## src/rtl/uart_tx.sv

```systemverilog
// uart_tx: UART transmitter. Accepts one parallel word per request while idle.
// Sends it as a start bit, DATA_WIDTH data bits (LSB first), an optional parity
// bit and a stop bit. Every bit is held for `prescale` clock cycles.
//
// Ports:
//   clk        - clock, all logic on rising edge
//   rst        - synchronous active-high reset
//   p_data     - word to send, sampled on acceptance
//   data_valid - transmit request, honoured only when idle
//   par_en     - 1 inserts a parity bit, sampled on acceptance
//   par_typ    - 0 even / 1 odd parity, sampled on acceptance
//   prescale   - clock cycles per bit (0 treated as 1), sampled on acceptance
//   tx_out     - registered serial line, idles high
//   busy       - high while a frame is in progress
//   tx_done    - one-cycle pulse in the first idle cycle after the stop bit
module uart_tx #(
    parameter int unsigned DATA_WIDTH = 8
) (
    input  logic                  clk,
    input  logic                  rst,
    input  logic [DATA_WIDTH-1:0] p_data,
    input  logic                  data_valid,
    input  logic                  par_en,
    input  logic                  par_typ,
    input  logic [5:0]            prescale,
    output logic                  tx_out,
    output logic                  busy,
    output logic                  tx_done
);

    localparam int unsigned PW = 6;
    localparam int unsigned BW = (DATA_WIDTH > 1) ? $clog2(DATA_WIDTH) : 1;

    typedef enum logic [2:0] {
        S_IDLE,
        S_START,
        S_DATA,
        S_PARITY,
        S_STOP
    } state_t;

    state_t                  state, state_n;
    logic [PW-1:0]           edge_cnt, edge_n;
    logic [BW-1:0]           bit_cnt, bit_n;
    logic [DATA_WIDTH-1:0]   shift_q, shift_n;
    logic                    par_en_q, par_en_n;
    logic                    par_bit_q, par_bit_n;
    logic [PW-1:0]           pm1_q, pm1_n;
    logic                    tx_n, busy_n, done_n;
    logic                    bit_end;

    // State, counters, shadow registers and registered outputs
    always_ff @(posedge clk) begin
        if (rst) begin
            state     <= S_IDLE;
            edge_cnt  <= '0;
            bit_cnt   <= '0;
            shift_q   <= '0;
            par_en_q  <= 1'b0;
            par_bit_q <= 1'b0;
            pm1_q     <= '0;
            tx_out    <= 1'b1;
            busy      <= 1'b0;
            tx_done   <= 1'b0;
        end else begin
            state     <= state_n;
            edge_cnt  <= edge_n;
            bit_cnt   <= bit_n;
            shift_q   <= shift_n;
            par_en_q  <= par_en_n;
            par_bit_q <= par_bit_n;
            pm1_q     <= pm1_n;
            tx_out    <= tx_n;
            busy      <= busy_n;
            tx_done   <= done_n;
        end
    end

    // Next-state and next-output logic; tx_n is the line level for the next cycle
    always_comb begin
        state_n   = state;
        edge_n    = edge_cnt;
        bit_n     = bit_cnt;
        shift_n   = shift_q;
        par_en_n  = par_en_q;
        par_bit_n = par_bit_q;
        pm1_n     = pm1_q;
        tx_n      = tx_out;
        busy_n    = busy;
        done_n    = 1'b0;
        bit_end   = (edge_cnt == pm1_q);

        if (state != S_IDLE) begin
            edge_n = bit_end ? '0 : edge_cnt + PW'(1);
        end

        case (state)
            S_IDLE: begin
                tx_n   = 1'b1;
                busy_n = 1'b0;
                if (data_valid) begin
                    state_n   = S_START;
                    shift_n   = p_data;
                    par_en_n  = par_en;
                    // Parity precomputed here since the shift register is consumed
                    par_bit_n = (^p_data) ^ par_typ;
                    pm1_n     = (prescale == '0) ? '0 : prescale - PW'(1);
                    edge_n    = '0;
                    bit_n     = '0;
                    tx_n      = 1'b0;
                    busy_n    = 1'b1;
                end
            end
            S_START: begin
                if (bit_end) begin
                    state_n = S_DATA;
                    tx_n    = shift_q[0];
                end
            end
            S_DATA: begin
                if (bit_end) begin
                    if (bit_cnt == BW'(DATA_WIDTH - 1)) begin
                        if (par_en_q) begin
                            state_n = S_PARITY;
                            tx_n    = par_bit_q;
                        end else begin
                            state_n = S_STOP;
                            tx_n    = 1'b1;
                        end
                    end else begin
                        bit_n   = bit_cnt + BW'(1);
                        shift_n = shift_q >> 1;
                        tx_n    = shift_n[0];
                    end
                end
            end
            S_PARITY: begin
                if (bit_end) begin
                    state_n = S_STOP;
                    tx_n    = 1'b1;
                end
            end
            S_STOP: begin
                if (bit_end) begin
                    state_n = S_IDLE;
                    tx_n    = 1'b1;
                    busy_n  = 1'b0;
                    done_n  = 1'b1;
                end
            end
            default: begin
                state_n = S_IDLE;
                tx_n    = 1'b1;
                busy_n  = 1'b0;
            end
        endcase
    end

endmodule
```

## config.mk

```make
export PLATFORM = sky130hd
export DESIGN_NAME = uart_tx
export DESIGN_NICKNAME = d
export VERILOG_FILES = /design/src/rtl/uart_tx.sv
export SDC_FILE = /design/constraint.sdc
export NUM_CORES = 1
export LEC_CHECK = 0
export BUFFER_PORTS_ARGS = -buffer_cell sky130_fd_sc_hd__buf_2
export CAP_MARGIN = 20
export CORE_ASPECT_RATIO = 0.9
export CORE_MARGIN = 5
export CORE_UTILIZATION = 35
export DETAILED_ROUTE_END_ITERATION = 7
export PLACE_DENSITY = 0.59
export SYNTH_ARGS = -nofsm -noshare
export SYNTH_HDL_FRONTEND = slang
export SYNTH_SLANG_ARGS = --single-unit
```

## constraint.sdc

```tcl
create_clock -name clk -period 2.2 [get_ports clk]
set_clock_uncertainty 0.1 [all_clocks]
set_input_delay 0.11 -clock clk [delete_from_list [all_inputs] [get_ports clk]]
set_output_delay 0.11 -clock clk [all_outputs]
set_load 0.02 [all_outputs]
```

Word-level counts from Yosys, hierarchy flattened
Index checks and enable logic that the tools add are counted.
{"block": "totals", "inputBits": 19, "elab_cells": 75, "regBits": 31}
{"block": "classes", "mux": 32, "n_eq_ne": 14, "n_reduce_logical": 13, "bitwise": 3, "n_addsub": 3}
{"op": "$mux 3", "n": 10}
{"op": "$mux 6", "n": 5}
{"op": "$mux 8", "n": 3}
{"op": "$pmux 8 s2", "n": 1}
{"op": "$pmux 3 s5", "n": 1}
{"op": "$ne 2x2->1 const B", "n": 7}
{"op": "$mux 1", "n": 9}
{"op": "$reduce_xor 8->1", "n": 1}
{"op": "$add 6x1->6 const B", "n": 1}
{"op": "$eq 3x2->1 const B", "n": 2}
{"op": "$eq 3x3->1 const B", "n": 2}
{"op": "$eq 6x6->1", "n": 1}
{"op": "$logic_not 6->1", "n": 1}
{"op": "$pmux 3 s2", "n": 1}
{"op": "$reduce_and 6->1", "n": 1}
{"op": "$sub 6x1->6 const B", "n": 1}
{"op": "$pmux 1 s4", "n": 1}
{"op": "$reduce_and 2->1", "n": 2}
{"op": "$reduce_and 4->1", "n": 1}
{"op": "$reduce_or 2->1", "n": 2}
{"op": "$add 3x1->3 const B", "n": 1}
{"op": "$eq 3x1->1 const B", "n": 1}
{"op": "$logic_not 3->1", "n": 1}
{"op": "$pmux 1 s3", "n": 1}
{"op": "other kinds (7)", "n": 8}

Longest topological paths before layout
{"block": "logic_depth", "depth_word": 5, "mapped_depth": 7, "ltp_nobuf": 7}

Least setup slack after synthesis
Ideal clock, no wire load.
{"block": "synth_timing", "path_kind": "flip-flop to flip-flop", "start": "register edge_cnt[0]", "end": "register state[0]", "arrival_time_ns": 1.449, "synth_period_minus_slack_ns": 1.621, "path_buffers": 1, "path_stages_with_launch": 7, "setup_ns": 0.072, "setup_slack_ns": 0.579, "cell_sequence": "dfxtp_1 xnor2_1 nand4_1 or2_1 buf_6 a32oi_4 mux2i_1"}
{"block": "synth_between", "elab_chain_len": 3, "word_cells_on_any_way": 6, "classes_between": "eq/ne: 5; reduce/logical: 1"}
{"item": "start: declaration", "line_no": "43", "rtl": "logic [PW-1:0] edge_cnt, edge_n;"}
{"item": "start signal: assignment", "line_no": "67", "rtl": "edge_cnt <= edge_n;"}
{"item": "$eq 6x6->1 *", "line_no": "91", "rtl": "bit_end = (edge_cnt == pm1_q);"}
{"item": "$ne 2x2->1 (no source line)"}
{"item": "$reduce_and 6->1 (no source line) *"}
{"item": "end signal: assignment", "line_no": "66", "rtl": "state <= state_n;"}
{"item": "end: declaration", "line_no": "42", "rtl": "state_t state, state_n;"}
Every way passes the cells marked *; elsewhere a longest branch is shown, timed or not.
A chain may end at the register's enable or synchronous reset.

Worst setup path after layout
{"block": "layout_timing", "start": "register edge_cnt[0]", "end": "register shift_q[6]"}
{"block": "layout_between", "elab_chain_len": 3}
{"item": "$eq 6x6->1", "line_no": "91"}
{"item": "$ne 2x2->1 (no source line)"}
{"item": "$reduce_and 4->1 (no source line)"}
{"item": "end signal: assignment", "line_no": "69", "rtl": "shift_q <= shift_n;"}
{"item": "end: declaration", "line_no": "45", "rtl": "logic [DATA_WIDTH-1:0] shift_q, shift_n;"}
No other way between the ends.

==> out/qor.csv <==
metric,value,unit
root cell of the clock tree,sky130_fd_sc_hd__clkbuf_8,
Final Cycle Share,86.7,%
clock latency on the worst-skew pair,0.28,ns
largest net degree at the start of global routing,23,
initial antenna violation count,0,
post-synthesis net count,215,
Non-Filler Instances,280,
most common library cell in the layout ignoring fill and taps,sky130_fd_sc_hd__dfxtp_1,
half-perimeter wire length of the detailed placement result,2590,microns
data required time of the worst path,2.30,ns
max-slew violation total from the final report,0,
CTS buffer count,5,
deepest level of the CTS H-tree,2,
number of enable-type register cells in the synthesized netlist,0,
cells resized by post-CTS repair,0,
average size of a mapped cell,9.13,sq um
cell area after placement,1880,sq um
# clock sinks,31,
Routability Congestion,0.743,
combinational family with the most area after synthesis,simple AND/OR/NAND/NOR gates,
Worst Hold Class,input port to flip-flop,
clock-pin slew on the worst setup and hold paths,0.07,ns
Via Count,1409,
"Primary FF master, synth",sky130_fd_sc_hd__dfxtp_1,
global-route wire length before repair,6200,microns
number of setup violations in the final report,0,
reported leakage power,0.798,nW
number of antenna-violating nets in the routed design,0,
element type at the critical path end,flip-flop,
DRC violation total after the first TritonRoute iteration,133,
number of nets in the layout,238,
share of post-route cells with drive strength above 1,19.1,%
I/O Pins,22,
finished layout cell area,2000,sq um
WL final,3580,microns
arrival time of data at the critical path endpoint,2.01,ns
GRT Util Overall,11.7,%
die width,84.4,microns
power per standard cell area,1070,nW/um^2
critical path class,flip-flop to flip-flop,
Peak VDD IR,628,uV
count of different cell masters after synthesis,48,
via/cell ratio,5.03,
proportion of synthesized chip area in sequential cells,35.6,%
maximum clock frequency,524,MHz
Final Hold Violating Endpoints,0,
number of max-cap violations,0,
DRC,0,
Overflow after GRT,0,
xor/xnor cell area share of the yosys netlist,11.8,%
final core occ,41.4,%
mux share of post-synthesis cell area,5.16,%
ordered cell list for the critical path,xnor2_1 > nand4_1 > o21ai_2 > a21oi_1 > a311oi_2,
vias in the first global route,1341,
floorplan die area,6500,sq um
share of the synthesized area in compound gates (AO/OA/AOI/OAI),19.8,%
TritonCTS clock tree,yes,
critical path buffer and inverter count,0,
minimum clock period,1.91,ns
unrepaired setup endpoints after global routing,false,
number of placed instances with taps included,270,
family of cells with the greatest summed delay on the critical path,compound AO/OA/AOI/OAI gates,
kind of start point of the critical path,flip-flop,
cell count after synthesis,191,
proportion of netlist area held by the largest area contributor,35.6,%
"commonest cells after routing, fill and taps aside","sky130_fd_sc_hd__dfxtp_1, sky130_fd_sc_hd__nand2_1, sky130_fd_sc_hd__buf_2",
Die Span Y,77.0,microns
critical path peak fanout,15,
# diodes,0,
number of port buffers,21,
slowest cell on the critical path,sky130_fd_sc_hd__o21ai_2,
placeable core region,4830,sq um
cell type with the largest total area after synthesis,sky130_fd_sc_hd__dfxtp_1,
Post-Syn Area,1740,sq um
Longest Clk Path Bufs,2,
synthesis warning total,0,
initial core utilization,36.1,%
count of standard-cell rows,24,
simple-gate share of the synthesized area,20.0,%
Post-synth ARST share,0,%
slowest cell delay on critical path,0.54,ns
max_slew headroom,60.2,%
setup TNS after final layout,0,ns
"FF+latch count, synth",31,
Final Hold Slack,0.00201,ns
biggest area contributors in the synthesized netlist,"sky130_fd_sc_hd__dfxtp_1, sky130_fd_sc_hd__xnor2_1, sky130_fd_sc_hd__mux2i_1",
area added between synthesis and finish,14.6,%
adder-cell area share of the yosys netlist,3.59,%
transition time of the tightest slew-check pin,0.596,ns
number of inserted filler cells in the final layout,498,
result of the run,"finished, final reports clean",
first drt pass iteration count,4,
mean routed wirelength per cell,12.8,microns
[Yosys cell counts, drive strengths merged (4+ instances only)]
library cell / n
a21oi: 15
a311oi: 7
buf: 6
dfxtp: 31
ha: 5
mux2i: 9
nand2: 23
nand4: 5
nor2: 16
nor3: 4
o21ai: 13
xnor2: 14
xor2: 7
[worst paths after layout]
check                   start          to  slack, ns  depth (start not counted)
setup / recovery  edge_cnt[0]  shift_q[6]       0.29                          5
hold / removal      p_data[7]  shift_q[7]      0.002                          3
setup reg to reg  edge_cnt[0]  shift_q[6]       0.29                          5
hold reg to reg      pm1_q[5]    pm1_q[5]       0.35                          2
[sequential cells by signal, indices dropped and copies added (netlist names)]
name,cells
shift_q,8
busy,1
par_en_q,1
bit_cnt,3
pm1_q,6
state,3
tx_out,1
tx_done,1
par_bit_q,1
edge_cnt,6
[worst register-to-register path: cells and delay by family (launching register included)]
family | cells | cell delay [ns]
AOI/OAI and AO/OA | 3 | 0.96
DFF | 1 | 0.42
and+or+nand+nor | 1 | 0.21
xor gates and xnor gates | 1 | 0.14
[routing by layer]
layer | routed length, microns | GRT usage, % | vias up | part of all wire (%)
met3 | 95 | 3.22 | 8 | 2.7
li1 | - | - | 732 | -
met5 | 0 | 0 | - | 0
met4 | 63 | 4.27 | 0 | 1.8
met2 | 1570 | 17.4 | 13 | 44
met1 | 1850 | 16.1 | 656 | 52
[logic make-up after synthesis]
group,Yosys count
AOI/OAI and AO/OA,48
xor gates and xnor gates,22
adders and majority gates,5
buffers and inverters,11
DFF,31
muxes,9
and+or+nand+nor,65
[where the power goes]
| group | total [mW] | internal (mW) | switching (mW) |
|---|---|---|---|
| Combinational | 0.837 | 0.342 | 0.495 |
| Clock | 0.497 | 0.285 | 0.212 |
| Sequential | 0.809 | 0.683 | 0.126 |
| Total | 2.14 | 1.31 | 0.833 |
[metrics by stage]
step / worst slack, ns / power [mW]
floorplan: 0.579 / 1.52
CTS: 0.260 / 2.17
detailed placement: 0.285 / 1.66
global placement: 0.321 / 1.65
global route: 0.0119 / 2.31
finish: 0.292 / 2.14
[repair_timing]
action	CTS	global route
hold buffers	2	0
endpoints found under the setup margin	0	0
hold endpoints to repair	2	0
setup buffers	0	0
[area by class of cell]
| type | count | area (sq um) | area share, % |
|---|---|---|---|
| repair buffers | 24 | 133 | 6.63 |
| well taps | 65 | 81.3 | 4.07 |
| multi-input cells | 149 | 1050 | 52.7 |
| flip-flops and latches | 31 | 621 | 31.0 |
| inverters | 3 | 11.3 | 0.563 |
| clock buffers | 8 | 100 | 5.01 |
Note: power is estimated with default switching activity, not from simulation.
